`config.mk`:
```
export PLATFORM = sky130hd
export DESIGN_NAME = dvp_pattern_tx
export DESIGN_NICKNAME = d
export VERILOG_FILES = /design/src/rtl/dvp_pattern_tx.sv
export SDC_FILE = /design/constraint.sdc
export NUM_CORES = 1
export LEC_CHECK = 0
export ABC_AREA = 1
export CAP_MARGIN = 20
export CORE_ASPECT_RATIO = 0.9
export CORE_UTILIZATION = 40
export DETAILED_ROUTE_END_ITERATION = 10
export GPL_TIMING_DRIVEN = 0
export HOLD_SLACK_MARGIN = 0.12
export PLACE_DENSITY = 0.56
export SYNTH_ARGS = -nofsm -noshare
export SYNTH_HDL_FRONTEND = slang
export SYNTH_SLANG_ARGS = --single-unit
```
`constraint.sdc`:
```
create_clock -name I_clk -period 4.3 [get_ports I_clk]
set_input_delay 1.29 -clock I_clk [delete_from_list [all_inputs] [get_ports I_clk]]
set_output_delay 1.29 -clock I_clk [all_outputs]
set_load 0.01 [all_outputs]
```
`src/rtl/dvp_pattern_tx.sv`:
```
// dvp_pattern_tx: synthetic OV5640-style DVP source (vsync/href/RGB565 bytes) with bars, ramp and solid patterns.
// Build option DVP_TX_FRAME_TAG_EN stamps pixel (0,0) of every frame with {8'hA5, frame_cnt}.
module dvp_pattern_tx #(
  parameter int H_ACTIVE = 640,
  parameter int H_BLANK  = 160,
  parameter int V_SYNC   = 4,
  parameter int V_BP     = 8,
  parameter int V_ACTIVE = 480,
  parameter int V_FP     = 8
) (
  input  logic        I_clk,
  input  logic        I_rst_n,
  input  logic        I_en,
  input  logic [1:0]  I_pattern,
  input  logic [15:0] I_solid,
  output logic        O_vsync,
  output logic        O_href,
  output logic [7:0]  O_data,
  output logic        O_busy,
  output logic        O_frame_done
);

  // state    | meaning
  // S_IDLE   | waiting for I_en, counters held at 0
  // S_VSYNC  | V_SYNC lines with vsync high
  // S_VBP    | V_BP quiet lines before the first active line
  // S_ACTIVE | V_ACTIVE lines, href over the first 2*H_ACTIVE clocks
  // S_VFP    | V_FP quiet lines; last clock ends the frame
  typedef enum logic [2:0] {S_IDLE, S_VSYNC, S_VBP, S_ACTIVE, S_VFP} state_t;

  localparam int LINE_LEN = 2 * H_ACTIVE + H_BLANK;
  localparam int HW       = $clog2(LINE_LEN);
  localparam int VMAX     = (V_ACTIVE > V_SYNC && V_ACTIVE > V_BP && V_ACTIVE > V_FP) ? V_ACTIVE :
                            (V_SYNC > V_BP && V_SYNC > V_FP) ? V_SYNC :
                            (V_BP > V_FP) ? V_BP : V_FP;
  localparam int VW       = $clog2(VMAX + 1);
  localparam int BAR_W    = H_ACTIVE / 8;
  localparam int BW       = (BAR_W > 1) ? $clog2(BAR_W) : 1;

  localparam logic [HW-1:0] H_LAST    = HW'(LINE_LEN - 1);
  localparam logic [HW-1:0] HACT2     = HW'(2 * H_ACTIVE);
  localparam logic [VW-1:0] VSYNC_M1  = VW'(V_SYNC - 1);
  localparam logic [VW-1:0] VBP_M1    = VW'(V_BP - 1);
  localparam logic [VW-1:0] VACT_M1   = VW'(V_ACTIVE - 1);
  localparam logic [VW-1:0] VFP_M1    = VW'(V_FP - 1);
  localparam logic [BW-1:0] BAR_LAST  = BW'(BAR_W - 1);

  state_t          state_q, state_d;
  logic [HW-1:0]   h_cnt_q, h_cnt_d;
  logic [VW-1:0]   v_cnt_q, v_cnt_d;
  logic [BW-1:0]   bar_px_q, bar_px_d;
  logic [2:0]      bar_idx_q, bar_idx_d;
  logic [1:0]      pat_q, pat_d;
  logic [15:0]     solid_q, solid_d;
  logic            vsync_q, href_q, busy_q, done_q;
  logic [7:0]      data_q;

  logic            vsync_d, href_d, busy_d, done_d;
  logic [7:0]      data_d;
  logic            latch_cfg, line_last;
  logic [VW-1:0]   lines_m1;
  logic [5:0]      x6;
  logic [15:0]     bar_pix, pix;

`ifdef DVP_TX_FRAME_TAG_EN
  logic [7:0]      frame_cnt_q, frame_cnt_d;
  logic            x_zero;
`endif

  always_comb begin
    state_d   = state_q;
    h_cnt_d   = h_cnt_q;
    v_cnt_d   = v_cnt_q;
    latch_cfg = 1'b0;
    line_last = (h_cnt_q == H_LAST);
    case (state_q)
      S_VSYNC:  lines_m1 = VSYNC_M1;
      S_VBP:    lines_m1 = VBP_M1;
      S_ACTIVE: lines_m1 = VACT_M1;
      S_VFP:    lines_m1 = VFP_M1;
      default:  lines_m1 = '0;
    endcase
    done_d = (state_q == S_VFP) && line_last && (v_cnt_q == lines_m1);

    if (state_q == S_IDLE) begin
      h_cnt_d = '0;
      v_cnt_d = '0;
      if (I_en) begin
        state_d   = S_VSYNC;
        latch_cfg = 1'b1;
      end
    end else begin
      h_cnt_d = line_last ? '0 : h_cnt_q + 1'b1;
      if (line_last) begin
        if (v_cnt_q == lines_m1) begin
          v_cnt_d = '0;
          case (state_q)
            S_VSYNC:  state_d = S_VBP;
            S_VBP:    state_d = S_ACTIVE;
            S_ACTIVE: state_d = S_VFP;
            default: begin
              state_d   = I_en ? S_VSYNC : S_IDLE;
              latch_cfg = I_en;
            end
          endcase
        end else begin
          v_cnt_d = v_cnt_q + 1'b1;
        end
      end
    end

    pat_d   = pat_q;
    solid_d = solid_q;
    if (latch_cfg) begin
      pat_d   = (I_pattern == 2'd3) ? 2'd0 : I_pattern;
      solid_d = I_solid;
    end
  end

  // Bar position advances after the low byte of each pixel, so no divide by BAR_W is needed.
  always_comb begin
    bar_px_d  = bar_px_q;
    bar_idx_d = bar_idx_q;
    href_d    = (state_q == S_ACTIVE) && (h_cnt_q < HACT2);
    if (state_q != S_ACTIVE || line_last) begin
      bar_px_d  = '0;
      bar_idx_d = '0;
    end else if (href_d && h_cnt_q[0]) begin
      if (bar_px_q == BAR_LAST) begin
        bar_px_d  = '0;
        bar_idx_d = bar_idx_q + 1'b1;
      end else begin
        bar_px_d = bar_px_q + 1'b1;
      end
    end
  end

  always_comb begin
    x6 = 6'(h_cnt_q >> 1);
    case (bar_idx_q)
      3'd0:    bar_pix = 16'hFFFF;
      3'd1:    bar_pix = 16'hFFE0;
      3'd2:    bar_pix = 16'h07FF;
      3'd3:    bar_pix = 16'h07E0;
      3'd4:    bar_pix = 16'hF81F;
      3'd5:    bar_pix = 16'hF800;
      3'd6:    bar_pix = 16'h001F;
      default: bar_pix = 16'h0000;
    endcase
    case (pat_q)
      2'd1:    pix = {x6[4:0], x6, x6[4:0]};
      2'd2:    pix = solid_q;
      default: pix = bar_pix;
    endcase
`ifdef DVP_TX_FRAME_TAG_EN
    x_zero      = (h_cnt_q[HW-1:1] == '0);
    frame_cnt_d = done_d ? frame_cnt_q + 8'd1 : frame_cnt_q;
    if (state_q == S_ACTIVE && v_cnt_q == '0 && x_zero)
      pix = {8'hA5, frame_cnt_q};
`endif
    vsync_d = (state_q == S_VSYNC);
    busy_d  = (state_q != S_IDLE);
    data_d  = href_d ? (h_cnt_q[0] ? pix[7:0] : pix[15:8]) : 8'h00;
  end

  always_ff @(posedge I_clk or negedge I_rst_n) begin
    if (!I_rst_n) begin
      state_q   <= S_IDLE;
      h_cnt_q   <= '0;
      v_cnt_q   <= '0;
      bar_px_q  <= '0;
      bar_idx_q <= '0;
      pat_q     <= '0;
      solid_q   <= '0;
      vsync_q   <= 1'b0;
      href_q    <= 1'b0;
      data_q    <= 8'h00;
      busy_q    <= 1'b0;
      done_q    <= 1'b0;
`ifdef DVP_TX_FRAME_TAG_EN
      frame_cnt_q <= 8'd0;
`endif
    end else begin
      state_q   <= state_d;
      h_cnt_q   <= h_cnt_d;
      v_cnt_q   <= v_cnt_d;
      bar_px_q  <= bar_px_d;
      bar_idx_q <= bar_idx_d;
      pat_q     <= pat_d;
      solid_q   <= solid_d;
      vsync_q   <= vsync_d;
      href_q    <= href_d;
      data_q    <= data_d;
      busy_q    <= busy_d;
      done_q    <= done_d;
`ifdef DVP_TX_FRAME_TAG_EN
      frame_cnt_q <= frame_cnt_d;
`endif
    end
  end

  assign O_vsync      = vsync_q;
  assign O_href       = href_q;
  assign O_data       = data_q;
  assign O_busy       = busy_q;
  assign O_frame_done = done_q;

endmodule
```
; ---- Yosys cells after proc, flatten, opt, wreduce, memory -nomap -nowiden
; Index checks and enable logic that the tools add are counted.
[word_totals]
register_bits = 63
inputBits = 21
elab_cells = 79
[classes]
n_addsub = 4
magnitude_cmp = 1
n_mux = 28
n_reduce_logical = 16
n_eq_ne = 18
[ops]
columns = op, count
row1 = $pmux 16 s7, 1
row2 = $pmux 16 s2, 1
row3 = $mux 9, 3
row4 = $pmux 9 s3, 1
row5 = $mux 11, 2
row6 = $mux 3, 7
row7 = $mux 7, 3
row8 = $mux 8, 2
row9 = $eq 3x2->1 const B, 4
row10 = $eq 3x3->1 const B, 4
row11 = $add 11x1->11 const B, 1
row12 = $eq 11x11->1 const B, 1
row13 = $lt 11x11->1 const B, 1
row14 = $add 9x1->9 const B, 1
row15 = $eq 9x9->1, 1
row16 = $pmux 3 s3, 1
row17 = $reduce_bool 2->1, 4
row18 = $add 7x1->7 const B, 1
row19 = $eq 7x7->1 const B, 1
row20 = $eq 3x1->1 const B, 2
row21 = $logic_not 3->1, 2
row22 = $mux 1, 6
row23 = $eq 2x2->1 const B, 2
row24 = $logic_and 1x1->1, 4
row25 = 11 further kinds, 11

; ---- Longest topological paths before layout
[depth]
word_depth = 7
ltp_mapped = 12

; ---- Worst setup path before layout
; No wires, ideal clock.
[synth_path]
path_kind = input -> register
startpoint = in I_en
endpoint = reg pat_q[0]
setup_time_ns = 0.117
arrival_time_ns = 1.942
path_slack_ns = 2.241
stages = 6
cell_sequence = o21ai_0 a21oi_4 nand2_4 buf_6 nand2_2 o21ai_2
[synth_via]
elab_chain_len = 4
[synth_rtl]
columns = item, line
row1 = "start, declared", 13  ; input logic I_en,
row2 = $mux 1, 97  ; case (state_q)
row3 = $mux 1, 95  ; if (v_cnt_q == lines_m1) begin
row4 = $mux 1, 94  ; if (line_last) begin
row5 = $mux 1 *, 85  ; if (state_q == S_IDLE) begin
row6 = "end signal, assigned", 189  ; pat_q <= pat_d;
row7 = "end, declared", 53  ; logic [1:0] pat_q, pat_d;
; Every way passes the cells marked *; elsewhere a longest branch is shown, timed or not.
; A chain may end at the register's enable or synchronous reset.

; ---- Final worst setup path
[layout_path]
startpoint = reg data_q[6], in the netlist O_data[6]
endpoint = out O_data[6]
[layout_lines]
columns = item, line
row1 = "start, declared", 56  ; logic [7:0] data_q;
row2 = "start signal, assigned", 193  ; data_q <= data_d;
row3 = "end, declared", 18  ; output logic [7:0] O_data,
; No word-level cell between the ends.

==> flow_summary.ini <==
[synth]
async_reset_ff_share_pct = 100
synth-simple-area-share_pct = 31.1
synth.most_common_cell = nand2_1
ys_types = 35
synth_common_cells = 122 x nand2_1, 63 x dfrtp_1, 36 x nand3_1
syn_area_mm2 = 0.00337
syn_nets = 441
seq_area_frac_synth_pct = 46.8
synth.avg_cell_area_um2 = 8.22
synth_xor_area_share_pct = 3.38
ys_ff_latch = 63
synth_top_family_by_area = simple AND/OR/NAND/NOR gates
synth_edf_count = 0
synth_ff_type = dfrtp_1
muxShareOfSynthArea_pct = 0
yosys.area_share.adder_pct = 3.71
synthTopCellsByArea = dfrtp_1 47%, nand2_1 14%, nand3_1 5.3%
synth_compound_area_share_pct = 8.50
ys_warn_count = 0
synth_top_area_share_pct = 46.8
yosys.area.top_type = dfrtp_1
synth_cells = 410

[placed_design]
dp_cells = 541
dp_hpwl_um = 5280
portBuffers = 32
place_congestion = 0.843

[detailed_routing]
wl_per_cell_um = 13.1
wirelength_um = 7280
drc_errors = 0
drtIter0Drc = 126
ant_nets = 0
via_per_inst = 4.88
drt_pre_antenna_iters = 4
num_vias = 2717

[setup_path]
cp.arrival_ns = 1.20
slowest_delay_ns = 0.53
cp_max_fo = 1
critPathLaunch = O_data[6]
r2r_slack_ns = 2.20
critical_path.top_delay_family = buffers and inverters
cp_num_buf_inv = 1
start_kind = register
r2r_cells = 8
cp-end-kind = output pin
worstPathRequired_ns = 3.01
slowest_stage = clkdlybuf4s50_1
worstSetupPathType = reg2out
crit_chain = clkdlybuf4s50_1
reg2reg_from = h_cnt_q[0]
regToRegEndpoint = bar_px_q[4]

[sta]
setup_viol = 0
rsz0062_at_grt = false
relSlewSlack_pct = 46.5
finalCriticalPeriod_ns = 2.49
slew_viol_final = 0
timing.fmax_mhz = 402
period_share_pct = 57.9
final-hold-violation-count = 0
skew_ns = 0.00628
tightestPinTransition_ns = 0.802

[power_and_ir_drop]
peakVddDrop_mv = 0.246
combPwrFrac_pct = 43.1
netSwitchingPower_mw = 1.04
p_seq_share_pct = 35.3
clkPwrFrac_pct = 21.5
intPower_mw = 1.48
power_density_mw_per_mm2 = 626
netSwitchingFraction_pct = 41.4
p_leak_nw = 1.90
power_mw = 2.52

[clock_network]
cts.path.max_buffers = 2
postCtsResizedCells = 0
cts_sinks = 63
clk_pin_slew_ns = 0.07
h-tree-depth = 3
clock_latency_ns = 0.33
cts_hold_buf = 0
postCtsSetupBuffers = 0
cts-root-buf = clkbuf_8
tritoncts = yes
cts_buffers = 9

[cells_and_area]
fill_cells = 808
drive_gt1_share_pct = 10.5
stdcell_count = 557
insertedDiodeCount = 0
layout.nets = 484
syn_to_final_growth_pct = 19.3

[status]
status = completed

[hold_path]
min_from = solid_q[2]
min_to = solid_q[2]
hp-class = reg2reg
hold_depth = 2

[run]
maxCapViolCount = 0

[floorplanning]
die_h_um = 89.1
core_area_mm2 = 0.00811
die_x_um = 98.7
fp.dieArea_mm2 = 0.00880
initial_utilization_pct = 41.6
rows = 31
boundaryPins = 33

[global_routing]
grt_max_degree = 64
antenna_found_initial = 0
grt_util_all_layers_pct = 18.8
grt_first_pass_wirelength_um = 12900
overflow = 0
grt_pass1_vias = 2700
final cells by class:
type / instances / area (um^2) / area share, %
Buffer: 11 / 77.6 / 1.93
Clock inverter: 3 / 40.0 / 0.996
Sequential cell: 63 / 1580 / 39.2
Tap cell: 99 / 124 / 3.08
Inverter: 38 / 143 / 3.55
Clock buffer: 13 / 169 / 4.20
Timing Repair Buffer: 32 / 318 / 7.91
Multi-Input combinational cell: 298 / 1570 / 39.1
layer usage:
metal | GRT usage [%] | up-vias | part of all wire, %
met5 | 0 | - | 0
met2 | 29.6 | 56 | 43
met4 | 6.11 | 0 | 1.2
li1 | - | 1426 | -
met1 | 25.9 | 1229 | 52
met3 | 4.46 | 6 | 4.2
per-stage QoR:
stage	TNS (ns)	setup WS, ns	utilization (%)	hold WS [ns]	area, um^2
after global routing	0	1.76	49.6	0.519	4020
after detailed placement	0	1.61	47.0	0.459	3810
final	0	1.81	49.6	0.472	4020
after floorplan	0	2.24	-	0.442	3370
after global placement	-15.47	-0.249	47.0	0.460	3810
after CTS	0	1.79	49.6	0.477	4020
flip-flops by register name, indices dropped and copies added (netlist names), 2 cells and up:
register,cells
O_data,8
bar_idx_q,3
bar_px_q,7
h_cnt_q,11
pat_q,2
solid_q,16
state_q,3
v_cnt_q,9
power by group through the flow:
stage,Sequential (mW),Clock [mW],Combinational (mW)
after floorplan,0.885,0,0.760
after global placement,0.897,0,1.09
final,0.890,0.541,1.09
after global routing,0.911,0.582,1.24
after detailed placement,0.898,0,1.09
after CTS,0.887,0.558,1.10
worst max-delay path by stage:
stage	to	slack, ns	cells past startpoint
4_1_cts	O_data[6]	1.79	1
6_report	O_data[6]	1.81	1
3_3_place_gp	solid_q[4]	-0.25	1
2_1_floorplan	pat_q[0]	2.24	6
3_5_place_dp	solid_q[1]	1.61	7
5_1_grt	O_data[7]	1.76	1
cells in the final DEF, fill, tap and decap left out, types with 3 or more instances in the layout:
master           instances
dfrtp_1                 63
buf_6                    3
nand2_4                  3
buf_4                    4
ha_1                    10
clkbuf_8                12
o21ai_0                 15
xor2_1                  12
clkbuf_1                 4
clkdlybuf4s50_1         31
inv_2                    4
inv_1                   34
nand2_1                122
nor3_1                   9
nor3b_1                  5
a21oi_1                 32
nor2_1                  22
nand3_1                 36
nand4_1                  8
cell families (layout without fill, tap and decap cells):
| family | count (synthesis) | after routing |
|---|---|---|
| xor gates and xnor gates | 13 | 13 |
| adders and majority gates | 10 | 10 |
| and+or+nand+nor | 223 | 223 |
| AOI/OAI and AO/OA | 52 | 52 |
| DFF | 63 | 63 |
| buffers and inverters | 49 | 97 |
worst register-to-register path: cells and delay by family (launching register included):
kind	cells	cell delay, ns
AO/OA/AOI/OAI	1	0.10
buffers and inverters	1	0.18
adder cells (fa/ha/maj)	1	0.26
AND/OR/NAND/NOR	5	0.90
flip-flops	1	0.54
Power figures use the tool's default switching activity.
